[src/rtl/dmem_arb_pkg.sv]
// Shared types for the data-memory arbiter: FSM states and master identifier.
package dmem_arb_pkg;

    typedef enum logic [1:0] {
        ARB   = 2'd0,
        LOCK0 = 2'd1,
        LOCK1 = 2'd2
    } arb_state_t;

    // One bit is enough to name either of the two masters.
    typedef logic master_id_t;

endpackage

[src/rtl/dmem_arbiter_if.sv]
// Per-master request/response bundle between a master and the arbiter.
interface dmem_arbiter_if;

    logic        req;
    logic        we;
    logic        lock;
    logic [31:0] addr;
    logic [31:0] wdata;
    logic        gnt;
    logic        rvalid;
    logic        rerr;
    logic [31:0] rdata;

    modport master (
        output req, we, lock, addr, wdata,
        input  gnt, rvalid, rerr, rdata
    );

    modport slave (
        input  req, we, lock, addr, wdata,
        output gnt, rvalid, rerr, rdata
    );

endinterface

[src/rtl/dmem_arb_rr.sv]
// Two-way round-robin selector: a lone requester wins, a tie goes to the
// master that was not granted most recently.
module dmem_arb_rr
    import dmem_arb_pkg::*;
(
    input  logic [1:0] req,
    input  master_id_t last_grant,
    output logic [1:0] gnt
);

    // One-hot grant from the request pair and the previous winner.
    always_comb begin
        gnt = '0;
        case (req)
            2'b01:   gnt = 2'b01;
            2'b10:   gnt = 2'b10;
            2'b11:   gnt = (last_grant == 1'b1) ? 2'b01 : 2'b10;
            default: gnt = '0;
        endcase
    end

endmodule

[src/rtl/dmem_arbiter.sv]
// Two-master data-memory arbiter with round robin, bounded bus locking,
// address range checking and registered one-cycle responses.
module dmem_arbiter
    import dmem_arb_pkg::*;
#(
    parameter int unsigned DEPTH    = 1024,
    parameter int unsigned LOCK_MAX = 8
) (
    input  logic           clk,
    input  logic           rst,
    dmem_arbiter_if.slave  m0,
    dmem_arbiter_if.slave  m1,
    output logic [31:0]    mem_address,
    output logic [31:0]    mem_write_data,
    output logic           mem_write_enable,
    input  logic [31:0]    mem_read_data
);

    localparam int unsigned CNT_W = $clog2(LOCK_MAX + 1);

    arb_state_t       state, state_nxt;
    master_id_t       last_grant, last_grant_nxt;
    logic [CNT_W-1:0] lock_cnt, lock_cnt_nxt;

    logic [1:0]  req;
    logic [1:0]  rr_gnt;
    logic [1:0]  gnt;
    logic        acc;
    logic        in_range;
    logic        sel_err;
    logic        sel_we;
    logic        sel_lock;
    master_id_t  sel_id;
    logic [31:0] sel_addr;
    logic [31:0] sel_wdata;

    assign req = {m1.req, m0.req};

    dmem_arb_rr u_rr (
        .req        (req),
        .last_grant (last_grant),
        .gnt        (rr_gnt)
    );

    // Grant: round robin in ARB, only the owner while locked, none in reset.
    always_comb begin
        gnt = '0;
        case (state)
            ARB:     gnt = rr_gnt;
            LOCK0:   gnt = {1'b0, req[0]};
            LOCK1:   gnt = {req[1], 1'b0};
            default: gnt = '0;
        endcase
        if (rst) begin
            gnt = '0;
        end
    end

    assign m0.gnt = gnt[0];
    assign m1.gnt = gnt[1];

    // Route the granted master's request fields; all zero when nobody is granted.
    always_comb begin
        sel_id    = 1'b0;
        sel_we    = 1'b0;
        sel_lock  = 1'b0;
        sel_addr  = '0;
        sel_wdata = '0;
        if (gnt[0]) begin
            sel_id    = 1'b0;
            sel_we    = m0.we;
            sel_lock  = m0.lock;
            sel_addr  = m0.addr;
            sel_wdata = m0.wdata;
        end else if (gnt[1]) begin
            sel_id    = 1'b1;
            sel_we    = m1.we;
            sel_lock  = m1.lock;
            sel_addr  = m1.addr;
            sel_wdata = m1.wdata;
        end
    end

    assign acc              = |gnt;
    assign in_range         = sel_addr < 32'(DEPTH);
    assign sel_err          = acc & ~in_range;
    assign mem_address      = sel_addr;
    assign mem_write_data   = sel_wdata;
    assign mem_write_enable = acc & sel_we & in_range;

    // Next state: lock entry/exit, hold counter and round-robin history.
    always_comb begin
        state_nxt      = state;
        lock_cnt_nxt   = lock_cnt;
        last_grant_nxt = last_grant;
        if (acc) begin
            last_grant_nxt = sel_id;
        end
        case (state)
            ARB: begin
                lock_cnt_nxt = '0;
                if (acc && sel_lock && !sel_err) begin
                    state_nxt = sel_id ? LOCK1 : LOCK0;
                end
            end
            LOCK0, LOCK1: begin
                lock_cnt_nxt = lock_cnt + 1'b1;
                // The counter value names the cycle just finishing; LOCK_MAX-1
                // is the last permitted one, so release takes effect at this edge.
                if (lock_cnt == CNT_W'(LOCK_MAX - 1)) begin
                    state_nxt = ARB;
                end else if (acc && (!sel_lock || sel_err)) begin
                    state_nxt = ARB;
                end
            end
            default: begin
                state_nxt    = ARB;
                lock_cnt_nxt = '0;
            end
        endcase
    end

    // FSM and arbitration history registers.
    always_ff @(posedge clk) begin
        if (rst) begin
            state      <= ARB;
            last_grant <= 1'b1;
            lock_cnt   <= '0;
        end else begin
            state      <= state_nxt;
            last_grant <= last_grant_nxt;
            lock_cnt   <= lock_cnt_nxt;
        end
    end

    // One-cycle response for every accepted access.
    always_ff @(posedge clk) begin
        if (rst) begin
            m0.rvalid <= 1'b0;
            m0.rerr   <= 1'b0;
            m0.rdata  <= '0;
            m1.rvalid <= 1'b0;
            m1.rerr   <= 1'b0;
            m1.rdata  <= '0;
        end else begin
            m0.rvalid <= gnt[0];
            m0.rerr   <= gnt[0] & sel_err;
            m0.rdata  <= (gnt[0] && !sel_we && !sel_err) ? mem_read_data : '0;
            m1.rvalid <= gnt[1];
            m1.rerr   <= gnt[1] & sel_err;
            m1.rdata  <= (gnt[1] && !sel_we && !sel_err) ? mem_read_data : '0;
        end
    end

endmodule

[src/flat_wrapper.sv]
// flat-port wrapper written by rule: the top's interface ports become plain ports
module dmem_arbiter_flat import dmem_arb_pkg::*;
#(
    parameter int unsigned DEPTH    = 1024,
    parameter int unsigned LOCK_MAX = 8
)
  (clk, rst, mem_address, mem_write_data, mem_write_enable, mem_read_data, m0_req, m0_we, m0_lock, m0_addr, m0_wdata, m0_gnt, m0_rvalid, m0_rerr, m0_rdata, m1_req, m1_we, m1_lock, m1_addr, m1_wdata, m1_gnt, m1_rvalid, m1_rerr, m1_rdata);
  dmem_arbiter_if m0_i ();
  dmem_arbiter_if m1_i ();
  input  logic clk;
  input  logic rst;
  output logic [31:0] mem_address;
  output logic [31:0] mem_write_data;
  output logic mem_write_enable;
  input  logic [31:0] mem_read_data;
  input wire logic [$bits(m0_i.req)-1:0] m0_req;
  input wire logic [$bits(m0_i.we)-1:0] m0_we;
  input wire logic [$bits(m0_i.lock)-1:0] m0_lock;
  input wire logic [$bits(m0_i.addr)-1:0] m0_addr;
  input wire logic [$bits(m0_i.wdata)-1:0] m0_wdata;
  output wire logic [$bits(m0_i.gnt)-1:0] m0_gnt;
  output wire logic [$bits(m0_i.rvalid)-1:0] m0_rvalid;
  output wire logic [$bits(m0_i.rerr)-1:0] m0_rerr;
  output wire logic [$bits(m0_i.rdata)-1:0] m0_rdata;
  input wire logic [$bits(m1_i.req)-1:0] m1_req;
  input wire logic [$bits(m1_i.we)-1:0] m1_we;
  input wire logic [$bits(m1_i.lock)-1:0] m1_lock;
  input wire logic [$bits(m1_i.addr)-1:0] m1_addr;
  input wire logic [$bits(m1_i.wdata)-1:0] m1_wdata;
  output wire logic [$bits(m1_i.gnt)-1:0] m1_gnt;
  output wire logic [$bits(m1_i.rvalid)-1:0] m1_rvalid;
  output wire logic [$bits(m1_i.rerr)-1:0] m1_rerr;
  output wire logic [$bits(m1_i.rdata)-1:0] m1_rdata;
  assign m0_i.req = m0_req;
  assign m0_i.we = m0_we;
  assign m0_i.lock = m0_lock;
  assign m0_i.addr = m0_addr;
  assign m0_i.wdata = m0_wdata;
  assign m0_gnt = m0_i.gnt;
  assign m0_rvalid = m0_i.rvalid;
  assign m0_rerr = m0_i.rerr;
  assign m0_rdata = m0_i.rdata;
  assign m1_i.req = m1_req;
  assign m1_i.we = m1_we;
  assign m1_i.lock = m1_lock;
  assign m1_i.addr = m1_addr;
  assign m1_i.wdata = m1_wdata;
  assign m1_gnt = m1_i.gnt;
  assign m1_rvalid = m1_i.rvalid;
  assign m1_rerr = m1_i.rerr;
  assign m1_rdata = m1_i.rdata;
  dmem_arbiter #(.DEPTH(DEPTH), .LOCK_MAX(LOCK_MAX)) u_core (.clk(clk), .rst(rst), .m0(m0_i), .m1(m1_i), .mem_address(mem_address), .mem_write_data(mem_write_data), .mem_write_enable(mem_write_enable), .mem_read_data(mem_read_data));
endmodule
[config.mk]
export PLATFORM = sky130hd
export DESIGN_NAME = dmem_arbiter_flat
export DESIGN_NICKNAME = d
export VERILOG_FILES = /design/src/rtl/dmem_arb_pkg.sv /design/src/rtl/dmem_arbiter_if.sv /design/src/rtl/dmem_arb_rr.sv /design/src/rtl/dmem_arbiter.sv /design/src/flat_wrapper.sv
export SDC_FILE = /design/constraint.sdc
export NUM_CORES = 1
export LEC_CHECK = 0
export CORE_AREA = 4 4 116 118
export DETAILED_ROUTE_END_ITERATION = 8
export DIE_AREA = 0 0 120 122
export HOLD_SLACK_MARGIN = 0.15
export PLACE_DENSITY = 0.7
export SLEW_MARGIN = 0
export SYNTH_ARGS = -nofsm -noshare
export SYNTH_HDL_FRONTEND = slang
export SYNTH_SLANG_ARGS = --single-unit
[constraint.sdc]
create_clock -name clk -period 5.1 [get_ports clk]
set_input_delay 1.02 -clock clk [delete_from_list [all_inputs] [get_ports clk]]
set_output_delay 1.02 -clock clk [all_outputs]
set_load 0.01 [all_outputs]
Word-level counts from Yosys, hierarchy flattened

Cells that the tools add are included.
Widths: inputs -> output; s select.

Flip-flop bits (word level): 75
Bits of input ports: 168
Output and inout bits: 135

Add/sub/neg operators: 1
Magnitude comparators: 1
Equality and inequality tests: 8
Muxes and demuxes: 19
Bitwise operators: 9
Reductions and logical operators: 18

Operators by type and width:

| operator             | number |
|---|---|
| $mux 32              | 4 |
| $lt 32x11->1 const B | 1 |
| $mux 2               | 6 |
| $pmux 2 s3           | 2 |
| $reduce_or 2->1      | 5 |
| $logic_and 1x1->1    | 7 |
| $eq 2x2->1 const B   | 3 |
| $mux 1               | 6 |
| $and 1x1->1          | 5 |
| $add 4x1->4 const B  | 1 |
| $eq 2x1->1 const B   | 2 |
| $eq 4x3->1 const B   | 1 |
| $not 1->1            | 4 |
| $pmux 2 s2           | 1 |
| $logic_not 1->1      | 3 |
| $ne 3x1->1 const B   | 1 |
| $logic_not 2->1      | 1 |
| $ne 2x1->1 const B   | 1 |
| $reduce_and 2->1     | 1 |
| $logic_or 1x1->1     | 1 |

Longest topological paths before layout

Gate-level depths: netlist of the first run.

Depth after elaboration: 14
Gate-level depth with buffers: 10
Mapped depth without buffers: 9

Cells and area by module

Synthesis of the first run repeated with hierarchy kept, for this count alone.

Cell total of the unflattened synthesis: 290
Area, all modules: 3,067.9 sq um

Modules (own cells, without submodules):

| module       | instances | cells each | area an instance (sq um) | seq. area each (sq um) |
|---|---|---|---|---|
| dmem_arbiter | 1         | 287        | 3,049.2                  | 1,501.4 |
| dmem_arb_rr  | 1         | 3          | 18.8                     | 0.0 |

Least setup slack after synthesis of the first run

No wires, ideal clock.

Path type: in2out
Start point: in m1_req
End point: out mem_write_enable
Arrival: 2,392 ps
Required time: 4,080 ps
Setup slack: 1,688 ps
Cell stages on the path: 7
Buffers on the path: 1
Cell sequence: or3b_4 -> nand3_4 -> inv_4 -> nor2_1 -> buf_2 -> nand2_1 -> a211oi_1

Cells in the longest elaborated chain, start to end: 8
Elaborated cells on any way between the ends: 14
Classes of those cells: 1 x order compare; 3 x eq/ne; 7 x mux; 2 x bitwise; 1 x reduce/logical

Ends and longest elaborated chain:

| what                                               | RTL line                               | RTL |
|---|---|---|
| start: declaration                                 | flat_wrapper.sv:25                     | `input wire logic [$bits(m1_i.req)-1:0] m1_req;` |
| $eq 2x2->1 / $eq 2x1->1 (equally long branches)    | dmem_arb_rr.sv:14                      | `case (req)` |
| $pmux 2 s3                                         | dmem_arb_rr.sv:14                      |  |
| $pmux 2 s3 (*)                                     | dmem_arbiter.sv:48                     | `case (state)` |
| $mux 2 (*)                                         | dmem_arbiter.sv:54                     | `if (rst) begin` |
| $mux 32 / $mux 1 (equally long branches)           | dmem_arbiter.sv:75                     | `end else if (gnt[1]) begin` |
| $mux 32 / $mux 1 (equally long branches)           | dmem_arbiter.sv:69                     | `if (gnt[0]) begin` |
| $lt 32x11->1 / $and 1x1->1 (equally long branches) | dmem_arbiter.sv:85, dmem_arbiter.sv:89 |  |
| $and 1x1->1 (*)                                    | dmem_arbiter.sv:89                     | `assign mem_write_enable = acc & sel_we & in_range;` |
| end: declaration                                   | flat_wrapper.sv:14                     | `output logic mem_write_enable;` |

Mark *: on every way between the ends. The rest lies on a longest branch, timed or not.

Worst setup path after layout of the first run

Start point: in rst
End point: out mem_address[27]

Cells in the longest elaborated chain, start to end: 3

Ends and longest elaborated chain:

| what               | RTL line           | RTL |
|---|---|---|
| start: declaration | flat_wrapper.sv:11 | `input logic rst;` |
| $mux 2 (*)         | dmem_arbiter.sv:54 |  |
| $mux 32            | dmem_arbiter.sv:75 |  |
| $mux 32 (*)        | dmem_arbiter.sv:69 |  |
| end: declaration   | flat_wrapper.sv:12 | `output logic [31:0] mem_address;` |

Marks and branches as above.

==> qor.log, run 1 <==
qor: detailed_routing.detail_route.vias_per_cell 4.606
qor: power_and_ir_drop.p_leak 2.515 nW
qor: grt.grt_first_pass_wirelength 21.87 mm
qor: detailed_routing.routed_wirelength 15.26 mm
qor: yosys.syn_inst 302
qor: sta.period_share 0.9220
qor: die.floorplan.io_pins 303
qor: layout.design.final.nets 773
qor: sta.finalWorstPathRequiredPeriod 4.702 ns
qor: sta.tightestPinTransition 1.035 ns
qor: sta.slew_viol_final 0
qor: placed_design.port_buffers 302
qor: worst_setup_path.critical_path_buf_inv_count 4
qor: clocking.buffers_from_clock_root_to_sink_at_most 2
qor: sta.clock.fmax 212.7 MHz
qor: die.num_rows 41
qor: die.die-area 0.01464 sq mm
qor: yosys.synth_sequential_area_ratio 0.4854
qor: worst_setup_path.timing.setup.critical_path_class input pin to output port
qor: clocking.htree_num_levels 3
qor: worst_setup_path.timing.critical_path.to_type output port
qor: yosys.yosys.cell_count.top_type dfxtp_1
qor: yosys.synth.top_cells.by_count dfxtp_1, and2_1, a22o_1, clkbuf_1, nor4_1
qor: grt.grt-ovfl-total 0
qor: detailed_routing.detail_route.first_pass.iterations 4
qor: hold_path.hold_path_class flip-flop to flip-flop
qor: placed_design.dp.final_hpwl 13.04 mm
qor: die.placeableCoreArea 0.01247 sq mm
qor: die.start_util 0.2481
qor: yosys.netlist_top_cells_area dfxtp_1, a22o_1, and2_1, nor4_1, ha_1
qor: detailed_routing.drt_iter0_drc 180
qor: yosys.number_of_synthesized_register_bits 75
qor: die.die_h 122 microns
qor: sta.totalNegativeSetupSlack 0 ns
qor: layout.syn2layout_area_growth 114.2%
qor: clocking.cts_sinks 75
qor: detailed_routing.routed_length_per_instance 19.63 microns
qor: yosys.post_synthesis_cell_type_with_the_largest_combined_area dfxtp_1
qor: yosys.avg_inst_size_synth 10.24 sq um
qor: worst_setup_path.worstPathMaxFanout 46
qor: worst_setup_path.worst_ep_required_time 4.08 ns
qor: worst_setup_path.timing.critical_path.slowest_stage_cell clkdlybuf4s50_1
qor: clocking.setup_fix_buffers_added_after_clock_tree_synthesis 0
qor: run_status.status complete, no violations
qor: grt.grt_antenna_before_repair 4
qor: grt.grt_max_degree 50
qor: sta.timing.final.hold_violations 0
qor: detailed_routing.drtAntennaViolNets 0
qor: job.cap_viol_max_count 0
qor: sta.finClkSkew 0.007625 ns
qor: detailed_routing.drc_errors 0
qor: worst_setup_path.r2r_slack 2.29 ns
qor: clocking.source_to_sink_clock_delay_at_the_later_pin_of_the_worst_skew_pair 0.33 ns
qor: grt.first_global_vias 3,769
qor: layout.drive_above_1_share 0.05289
qor: sta.max_slew_margin 0.3045
qor: grt.track_usage 0.1983
qor: yosys.synth-async-reset-ratio 0
qor: clocking.cts.clk_slew.worst_paths 0.05 ns
qor: clocking.cts_resized 0
qor: yosys.synthDistinctLibCells 40
qor: die.die_w 120 microns
qor: layout.antenna_cells_inserted 0
qor: clocking.cts_tree yes
qor: layout.fin_util 0.5314
qor: worst_setup_path.worst_path_dominant_cell_family buffers and inverters
qor: worst_setup_path.critPathLaunchType input pin
qor: power_and_ir_drop.peakVddDrop 0.0001553 V
qor: placed_design.gp_routability_congestion 0.9697
qor: sta.unrepaired_setup_endpoints_after_global_routing false
qor: worst_setup_path.path_cells clkdlybuf4s50_1 > nor2_1 > nand3_4 > inv_4 > buf_4 > a22o_1 > clkdlybuf4s50_1
qor: yosys.ys.flop_type dfxtp_1
qor: clocking.post_cts_hold_buffer_count 0
qor: clocking.cts_buffers 9
qor: yosys.ys.warnings.count 0
qor: worst_setup_path.crit_path_frequent_cell clkdlybuf4s50_1
qor: detailed_routing.vias 3,579
qor: power_and_ir_drop.power_density 247.6 mW/mm^2
qor: sta.timing.final.setup_violations 0
qor: yosys.yosysTopAreaCellShare 0.4854
qor: worst_setup_path.timing.critical_path.arrival 3.68 ns
qor: worst_setup_path.cpPeakStageDelay 0.58 ns
qor: clocking.cts-root-buf clkbuf_16
qor: yosys.synth_edf_count 0
qor: yosys.syn_nets 475
qor: yosys.syn-cell-area 0.003093 sq mm
==> placed cells by master (no fill, tap or decap), drive strengths merged, types with 2 or more instances in the layout <==
master and count:
clkdlybuf4s50 302, dfxtp 75, and2 66, a22o 64, nor4 12, clkbuf 11
inv 11, nor2 10, nand2 7, ha 5, buf 5, o21a 3
nand4 2, and4 2, o311ai 2, o221ai 2, a21oi 2, nand3 2
a21boi 2, o211ai 2
==> routing by layer <==
layer / track usage / routed length (microns) / up-vias
li1: - / - / 1701
met1: 0.2206 / 5850 / 1619
met2: 0.3495 / 7452 / 228
met3: 0.08728 / 1668 / 23
met4: 0.04653 / 222 / 8
met5: 0 / 61 / -
==> area by class of cell <==
type	instances	area, sq um
clock buffers	11	242.7
clock inverters	5	60.06
fillers	1107	5842
inverters	9	36.28
multi-input cells	198	1495
flip-flops and latches	75	1501
well taps	172	215.2
repair buffers	307	3073
==> final timing paths <==
| path | cells after the start | start | to |
|---|---|---|---|
| worst max-delay path | 7 | rst | mem_address[27] |
| worst min-delay path | 1 | u_core.lock_cnt[0] | u_core.lock_cnt[0] |
| worst max register to register | 10 | u_core.state[1] | u_core.m1.rdata[13] |
| worst min register to register | 1 | u_core.lock_cnt[0] | u_core.lock_cnt[0] |
==> through the flow <==
| stage | instances | area (sq um) | hold WS, ns | setup WS (ns) | power [mW] |
|---|---|---|---|---|---|
| after CTS | 777 | 6624 | 0.4535 | 0.4008 | 1.651 |
| after detailed placement | 761 | 6321 | 0.4446 | 0.4074 | 1.024 |
| after global placement | 761 | 6321 | 0.4290 | 0.4905 | 1.019 |
| after floorplan | 302 | 3093 | 0.4175 | 1.688 | 0.7415 |
| final | 777 | 6624 | 0.4519 | 0.3976 | 1.640 |
| after global routing | 777 | 6624 | 0.4954 | 0.2033 | 1.701 |
==> report_power, final <==
group	total (mW)	internal, mW	switching (mW)
Combinational	0.408	0.253	0.155
Sequential	0.602	0.597	0.00469
Clock	0.630	0.395	0.236
==> flip-flops by register name (all words and copies together), names as in the netlist <==
signal	count
u_core.m0.rdata	32
u_core.m1.rdata	32
u_core.lock_cnt	4
u_core.state	2
u_core.last_grant	1
u_core.m0.rerr	1
u_core.m0.rvalid	1
u_core.m1.rerr	1
u_core.m1.rvalid	1
==> kinds of logic (layout without fill, tap and decap cells) <==
logic type,after synthesis,in the layout,share of synthesized area
AOI/OAI and AO/OA,84,84,0.2354
xor gates and xnor gates,2,2,0.005664
adders and majority gates,5,5,0.02023
buffers and inverters,29,332,0.03843
DFF,75,75,0.4854
muxes,1,1,0.003641
and+or+nand+nor,106,106,0.2112
No activity file was read; power rests on OpenSTA's default activity.
==> run 2: changes to the inputs <==
DONT_BUFFER_PORTS = 1   (was default)
PLACE_DENSITY = 0.39   (was 0.7)
clock period = 5 ns   (was 5.1 ns; I/O delays follow)
==> run 2 against run 1 <==
Flip-flop and latch count unchanged. Cell count decreased by 39%. Die area unchanged. Largest power group unchanged. Worst hold slack hardly changed. Largest cell class is now sequential cells. Clock skew shrank 0.0024 ns.
==> qor.log, run 2 (same netlist as run 1, synthesis figures left out) <==
qor: run_status.status complete, no violations [unchanged]
qor: die.num_rows 41 [unchanged]
qor: layout.antenna_cells_inserted 0 [unchanged]
qor: placed_design.gp_routability_congestion 0.8416 [was 0.9697]
qor: clocking.cts-root-buf clkbuf_16 [unchanged]
qor: sta.clock.fmax 253.2 MHz
qor: sta.timing.final.setup_violations 0 [unchanged]
qor: layout.design.final.nets 470 [was 773]
qor: layout.drive_above_1_share 0.1060 [was 0.05289]
qor: sta.finClkSkew 0.005223 ns [was 0.007625 ns]
qor: worst_setup_path.cpPeakStageDelay 0.52 ns [was 0.58 ns]
qor: worst_setup_path.timing.critical_path.slowest_stage_cell buf_4 [was clkdlybuf4s50_1]
qor: grt.grt-ovfl-total 0 [unchanged]
qor: worst_setup_path.worstPathMaxFanout 70 [was 46]
qor: worst_setup_path.critical_path_buf_inv_count 3 [was 4]
qor: grt.first_global_vias 2,334 [was 3,769]
qor: die.die_h 122 microns [unchanged]
qor: die.start_util 0.2481 [unchanged]
qor: placed_design.dp.final_hpwl 8.182 mm [was 13.04 mm]
qor: die.placeableCoreArea 0.01247 sq mm [unchanged]
qor: detailed_routing.drc_errors 0 [unchanged]
qor: layout.layout.cells.most_common dfxtp_1 [was clkdlybuf4s50_1]
qor: clocking.htree_num_levels 3 [unchanged]
qor: job.cap_viol_max_count 0 [unchanged]
qor: worst_setup_path.wp_depth 8 [was 7]
qor: sta.period_share 0.7900
qor: detailed_routing.routed_length_per_instance 21.22 microns [was 19.63 microns]
qor: detailed_routing.detail_route.first_pass.iterations 5 [was 4]
qor: sta.totalNegativeSetupSlack 0 ns [unchanged]
qor: layout.highest_count_cells_in_the_layout_ignoring_fill_and_taps dfxtp_1, and2_1, a22o_1 [was clkdlybuf4s50_1, dfxtp_1, and2_1]
qor: clocking.cts_resized 0 [unchanged]
qor: power_and_ir_drop.p_leak 1.396 nW [was 2.515 nW]
qor: grt.grt_max_degree 71 [was 50]
qor: placed_design.dp_worst_setup_slack 1.110 ns [was 0.4074 ns]
qor: clocking.buffers_from_clock_root_to_sink_at_most 2 [unchanged]
qor: sta.slew_viol_final 0 [unchanged]
qor: worst_setup_path.path_cells inv_1 > ha_1 > or3b_4 > nand3_4 > inv_4 > nor2_4 > buf_4 > a22o_1 [was clkdlybuf4s50_1 > nor2_1 > nand3_4 > inv_4 > buf_4 > a22o_1 > clkdlybuf4s50_1]
qor: detailed_routing.drt_iter0_drc 104 [was 180]
qor: worst_setup_path.regToRegEndpoint u_core.m1.rdata[29] [was u_core.m1.rdata[13]]
qor: sta.tightestPinTransition 0.7818 ns [was 1.035 ns]
qor: clocking.source_to_sink_clock_delay_at_the_later_pin_of_the_worst_skew_pair 0.32 ns [was 0.33 ns]
qor: layout.biggestRegsByFlops u_core.m0.rdata (32), u_core.m1.rdata (32), u_core.lock_cnt (4) [unchanged]
qor: worst_setup_path.timing.setup.critical_path_class flip-flop to output port [was input pin to output port]
qor: detailed_routing.vias 2,454 [was 3,579]
qor: clocking.cts_sinks 75 [unchanged]
qor: hold_path.hold_path_class flip-flop to flip-flop [unchanged]
qor: worst_setup_path.regToRegStartpoint u_core.state[1] [unchanged]
qor: worst_setup_path.worst_path_dominant_cell_family buffers and inverters [unchanged]
qor: sta.postLayoutSetupSlackWorst 1.050 ns [was 0.3976 ns]
qor: hold_path.hold-path-cell-count 1 [unchanged]
qor: worst_setup_path.timing.critical_path.arrival 2.95 ns [was 3.68 ns]
qor: power_and_ir_drop.peakVddDrop 0.0001417 V [was 0.0001553 V]
qor: detailed_routing.drtAntennaViolNets 0 [unchanged]
qor: worst_setup_path.length_in_cells_of_the_worst_reg_to_reg_path 10 [unchanged]
qor: sta.max_slew_margin 0.4749 [was 0.3045]
qor: clocking.setup_fix_buffers_added_after_clock_tree_synthesis 0 [unchanged]
qor: worst_setup_path.worst_ep_required_time 4.00 ns [was 4.08 ns]
qor: worst_setup_path.timing.critical_path.to_type output port [unchanged]
qor: clocking.post_cts_hold_buffer_count 0 [unchanged]
qor: die.floorplan.io_pins 303 [unchanged]
qor: sta.unrepaired_setup_endpoints_after_global_routing false [unchanged]
qor: die.die-area 0.01464 sq mm [unchanged]
qor: sta.timing.final.hold_violations 0 [unchanged]
qor: clocking.cts_buffers 9 [unchanged]
qor: hold_path.destination_of_the_worst_hold_path u_core.lock_cnt[0] [unchanged]
qor: detailed_routing.routed_wirelength 10.06 mm [was 15.26 mm]
qor: clocking.cts.clk_slew.worst_paths 0.06 ns [was 0.05 ns]
qor: placed_design.port_buffers 0 [was 302]
qor: layout.multiInputGateArea 0.001495 sq mm [unchanged]
qor: worst_setup_path.critPathLaunchType flip-flop [was input pin]
qor: detailed_routing.detail_route.vias_per_cell 5.177 [was 4.606]
qor: hold_path.hp-start u_core.lock_cnt[0] [unchanged]
qor: layout.syn2layout_area_growth 16.75% [was 114.2%]
qor: grt.grt_antenna_before_repair 1 [was 4]
qor: power_and_ir_drop.power_density 406.7 mW/mm^2 [was 247.6 mW/mm^2]
qor: layout.filler_cell_count 1,337 [was 1,107]
qor: worst_setup_path.r2r_slack 1.98 ns [was 2.29 ns]
qor: grt.grt_first_pass_wirelength 14.21 mm [was 21.87 mm]
qor: sta.finalWorstPathRequiredPeriod 3.950 ns
qor: die.die_w 120 microns [unchanged]
qor: grt.track_usage 0.1267 [was 0.1983]
qor: clocking.cts_tree yes [unchanged]
qor: layout.layout.area.seq 0.001501 sq mm [unchanged]
## run 2: changes by cell type in the layout (fill, tap and decap cells not counted)
cell and delta:
clkdlybuf4s50_1 -302, buf_12 -1, bufinv_16 +1, clkbuf_1 -1
clkinv_2 -1, clkinv_4 +1
## run 2: cell type report
type,count,area share
Clock inverter,6,0.02599
Tap cell,172,0.05960
Clock buffer,10,0.06618
Timing Repair Buffer,4,0.008316
Sequential cell,75,0.4158
Inverter,9,0.01005
Multi-Input combinational cell,198,0.4141
## run 2: how the worst max path moves through the flow
stage / startpoint / end / slack [ns]
after floorplan: m1_req / mem_write_enable / 1.63
after global placement: m1_req / mem_write_data[16] / 1.17
after detailed placement: m1_req / mem_write_data[30] / 1.11
after CTS: u_core.state[1] / mem_write_data[30] / 1.01
after global routing: u_core.state[1] / mem_write_data[16] / 0.77
final: u_core.state[1] / mem_write_data[16] / 1.05
## run 2: metrics by stage
| stage | utilization | power (mW) | instances | hold WS (ns) | instance area, sq um |
|---|---|---|---|---|---|
| 6_report | 0.2897 | 1.469 | 474 | 0.4514 | 3611 |
| 5_1_grt | 0.2897 | 1.530 | 474 | 0.5019 | 3611 |
| 4_1_cts | 0.2897 | 1.491 | 474 | 0.4599 | 3611 |
| 3_5_place_dp | 0.2630 | 0.7831 | 458 | 0.4516 | 3278 |
| 3_3_place_gp | 0.2630 | 0.7826 | 458 | 0.4306 | 3278 |
| 2_1_floorplan | - | 0.7563 | 302 | 0.4175 | 3093 |
## run 2: metal layers
layer / vias to the layer above / global-route usage / share of wire
met5: - / 0 / 0.0013
met4: 2 / 0.03651 / 0.0082
met3: 9 / 0.04503 / 0.11
met2: 190 / 0.2093 / 0.50
met1: 1165 / 0.1560 / 0.38
li1: 1088 / - / -
## run 2: report_power, final
group / total [mW] / internal [mW] / switching [mW] / leakage, nW
combinational: 0.148 / 0.0541 / 0.0941 / 0.630
clock: 0.700 / 0.455 / 0.245 / 0.160
sequential: 0.620 / 0.609 / 0.0111 / 0.606
total: 1.47 / 1.12 / 0.351 / 1.40
==> run 3: changes to the inputs <==
clock period = 3.8 ns   (was 5 ns; I/O delays follow)
==> run 3 against run 2 <==
Worst hold slack got worse by 0.0029 ns. Critical endpoint unchanged. Setup slack got worse by 0.67 ns. Sequential power increased by 32%. Power increased by 23%.
==> qor.log, run 3 (same netlist as run 1, synthesis figures left out) <==
qor: clocking.cts_resized 0 [unchanged]
qor: sta.clock.fmax 292.3 MHz
qor: detailed_routing.vias 2,472 [was 2,454]
qor: power_and_ir_drop.peakVddDrop 0.0001873 V [was 0.0001417 V]
qor: detailed_routing.detail_route.vias_per_cell 5.215 [was 5.177]
qor: sta.unrepaired_setup_endpoints_after_global_routing false [unchanged]
qor: grt.grt-ovfl-total 0 [unchanged]
qor: clocking.buffers_from_clock_root_to_sink_at_most 2 [unchanged]
qor: sta.tightestPinTransition 0.7383 ns [was 0.7818 ns]
qor: hold_path.hold_path_class flip-flop to flip-flop [unchanged]
qor: placed_design.port_buffers 0 [unchanged]
qor: sta.totalNegativeSetupSlack 0 ns [unchanged]
qor: grt.grt_first_pass_wirelength 14.59 mm [was 14.21 mm]
qor: run_status.status complete, no violations [unchanged]
qor: grt.first_global_vias 2,353 [was 2,334]
qor: die.die-area 0.01464 sq mm [unchanged]
qor: die.die_h 122 microns [unchanged]
qor: worst_setup_path.worst_ep_required_time 3.04 ns [was 4.00 ns]
qor: grt.grt_max_degree 71 [unchanged]
qor: detailed_routing.routed_length_per_instance 21.71 microns [was 21.22 microns]
qor: detailed_routing.drc_errors 0 [unchanged]
qor: placed_design.gp_routability_congestion 0.8266 [was 0.8416]
qor: sta.timing.final.setup_violations 0 [unchanged]
qor: sta.timing.final.hold_violations 0 [unchanged]
qor: detailed_routing.drtAntennaViolNets 0 [unchanged]
qor: clocking.source_to_sink_clock_delay_at_the_later_pin_of_the_worst_skew_pair 0.33 ns [was 0.32 ns]
qor: layout.layout.cells.most_common dfxtp_1 [unchanged]
qor: grt.grt_antenna_before_repair 1 [unchanged]
qor: layout.drive_above_1_share 0.1060 [unchanged]
qor: layout.antenna_cells_inserted 0 [unchanged]
qor: clocking.post_cts_hold_buffer_count 0 [unchanged]
qor: layout.filler_cell_count 1,308 [was 1,337]
qor: layout.syn2layout_area_growth 15.53% [was 16.75%]
qor: worst_setup_path.critPathLaunchType flip-flop [unchanged]
qor: sta.slew_viol_final 0 [unchanged]
qor: power_and_ir_drop.power_density 505.5 mW/mm^2 [was 406.7 mW/mm^2]
qor: power_and_ir_drop.p_leak 1.374 nW [was 1.396 nW]
qor: placed_design.dp_worst_setup_slack 0.6201 ns [was 1.110 ns]
qor: detailed_routing.detail_route.first_pass.iterations 4 [was 5]
qor: sta.max_slew_margin 0.5078 [was 0.4749]
qor: clocking.cts-root-buf clkbuf_16 [unchanged]
qor: worst_setup_path.worstPathMaxFanout 70 [unchanged]
qor: placed_design.dp.final_hpwl 8.288 mm [was 8.182 mm]
qor: die.placeableCoreArea 0.01247 sq mm [unchanged]
qor: sta.finClkSkew 0.006199 ns [was 0.005223 ns]
qor: detailed_routing.drt_iter0_drc 151 [was 104]
qor: job.cap_viol_max_count 0 [unchanged]
qor: grt.track_usage 0.1299 [was 0.1267]
qor: worst_setup_path.timing.setup.critical_path_class flip-flop to output port [unchanged]
qor: clocking.cts_tree yes [unchanged]
qor: die.die_w 120 microns [unchanged]
qor: sta.period_share 0.9003
qor: layout.design.final.nets 470 [unchanged]
qor: worst_setup_path.timing.critical_path.arrival 2.66 ns [was 2.95 ns]
qor: clocking.cts.clk_slew.worst_paths 0.06 ns [about the same]
qor: detailed_routing.routed_wirelength 10.29 mm [was 10.06 mm]
qor: layout.highest_count_cells_in_the_layout_ignoring_fill_and_taps dfxtp_1, and2_1, a22o_1 [unchanged]
qor: sta.postLayoutSetupSlackWorst 0.3789 ns [was 1.050 ns]
qor: layout.biggestRegsByFlops u_core.m0.rdata (32), u_core.m1.rdata (32), u_core.lock_cnt (4) [unchanged]
qor: clocking.htree_num_levels 3 [unchanged]
qor: clocking.cts_sinks 75 [unchanged]
qor: sta.finalWorstPathRequiredPeriod 3.421 ns
qor: worst_setup_path.timing.critical_path.to_type output port [unchanged]
qor: die.num_rows 41 [unchanged]
qor: clocking.cts_buffers 9 [unchanged]
qor: clocking.setup_fix_buffers_added_after_clock_tree_synthesis 0 [unchanged]
qor: die.floorplan.io_pins 303 [unchanged]
qor: die.start_util 0.2481 [unchanged]
[run 3: where the power goes]
part	internal, mW	total, mW	switching (mW)	leakage [nW]
clock	0.452	0.793	0.341	0.135
sequential	0.802	0.816	0.0145	0.606
combinational	0.0730	0.197	0.124	0.634
total	1.33	1.81	0.480	1.37
[run 3: per-stage QoR]
step	area, sq um	hold slack [ns]	power, mW	cells	utilization
floorplan	3093	0.4175	0.9952	302	-
global placement	3291	0.4360	1.031	458	0.2640
detailed placement	3291	0.4359	1.032	458	0.2640
CTS	3573	0.4487	1.835	474	0.2867
global route	3573	0.4828	1.877	474	0.2867
finish	3573	0.4485	1.806	474	0.2867
[run 3: layout make-up]
cell class	instances	area [sq um]	area share
well taps	172	215.2	0.06022
clock buffers	9	225.2	0.06303
repair buffers	4	42.54	0.01190
clock inverters	7	57.56	0.01611
inverters	9	36.28	0.01015
multi-input cells	198	1495	0.4184
flip-flops and latches	75	1501	0.4202
[run 3: final timing paths]
path                      startpoint  cells after the start  slack (ns)                  end
setup / recovery     u_core.state[1]                      8        0.38   mem_write_data[16]
hold / removal    u_core.lock_cnt[0]                      1        0.45   u_core.lock_cnt[0]
setup reg to reg     u_core.state[1]                     10        1.20  u_core.m1.rdata[27]
hold reg to reg   u_core.lock_cnt[0]                      1        0.45   u_core.lock_cnt[0]
[run 3: metal layers]
layer | global-route usage | wire length (microns) | vias to the layer above
met4 | 0.03651 | 116 | 2
met5 | 0 | 7 | -
met2 | 0.2090 | 5000 | 179
met1 | 0.1653 | 4064 | 1187
met3 | 0.04550 | 1101 | 12
li1 | - | - | 1092
[run 3: worst max-delay path, cell delays in order (launching register included)]
cell,delay [ns]
dfxtp_1,0.42
inv_1,0.09
ha_1,0.20
or3b_4,0.40
nand3_4,0.12
inv_4,0.26
nor2_4,0.23
buf_12,0.27
a22o_1,0.29
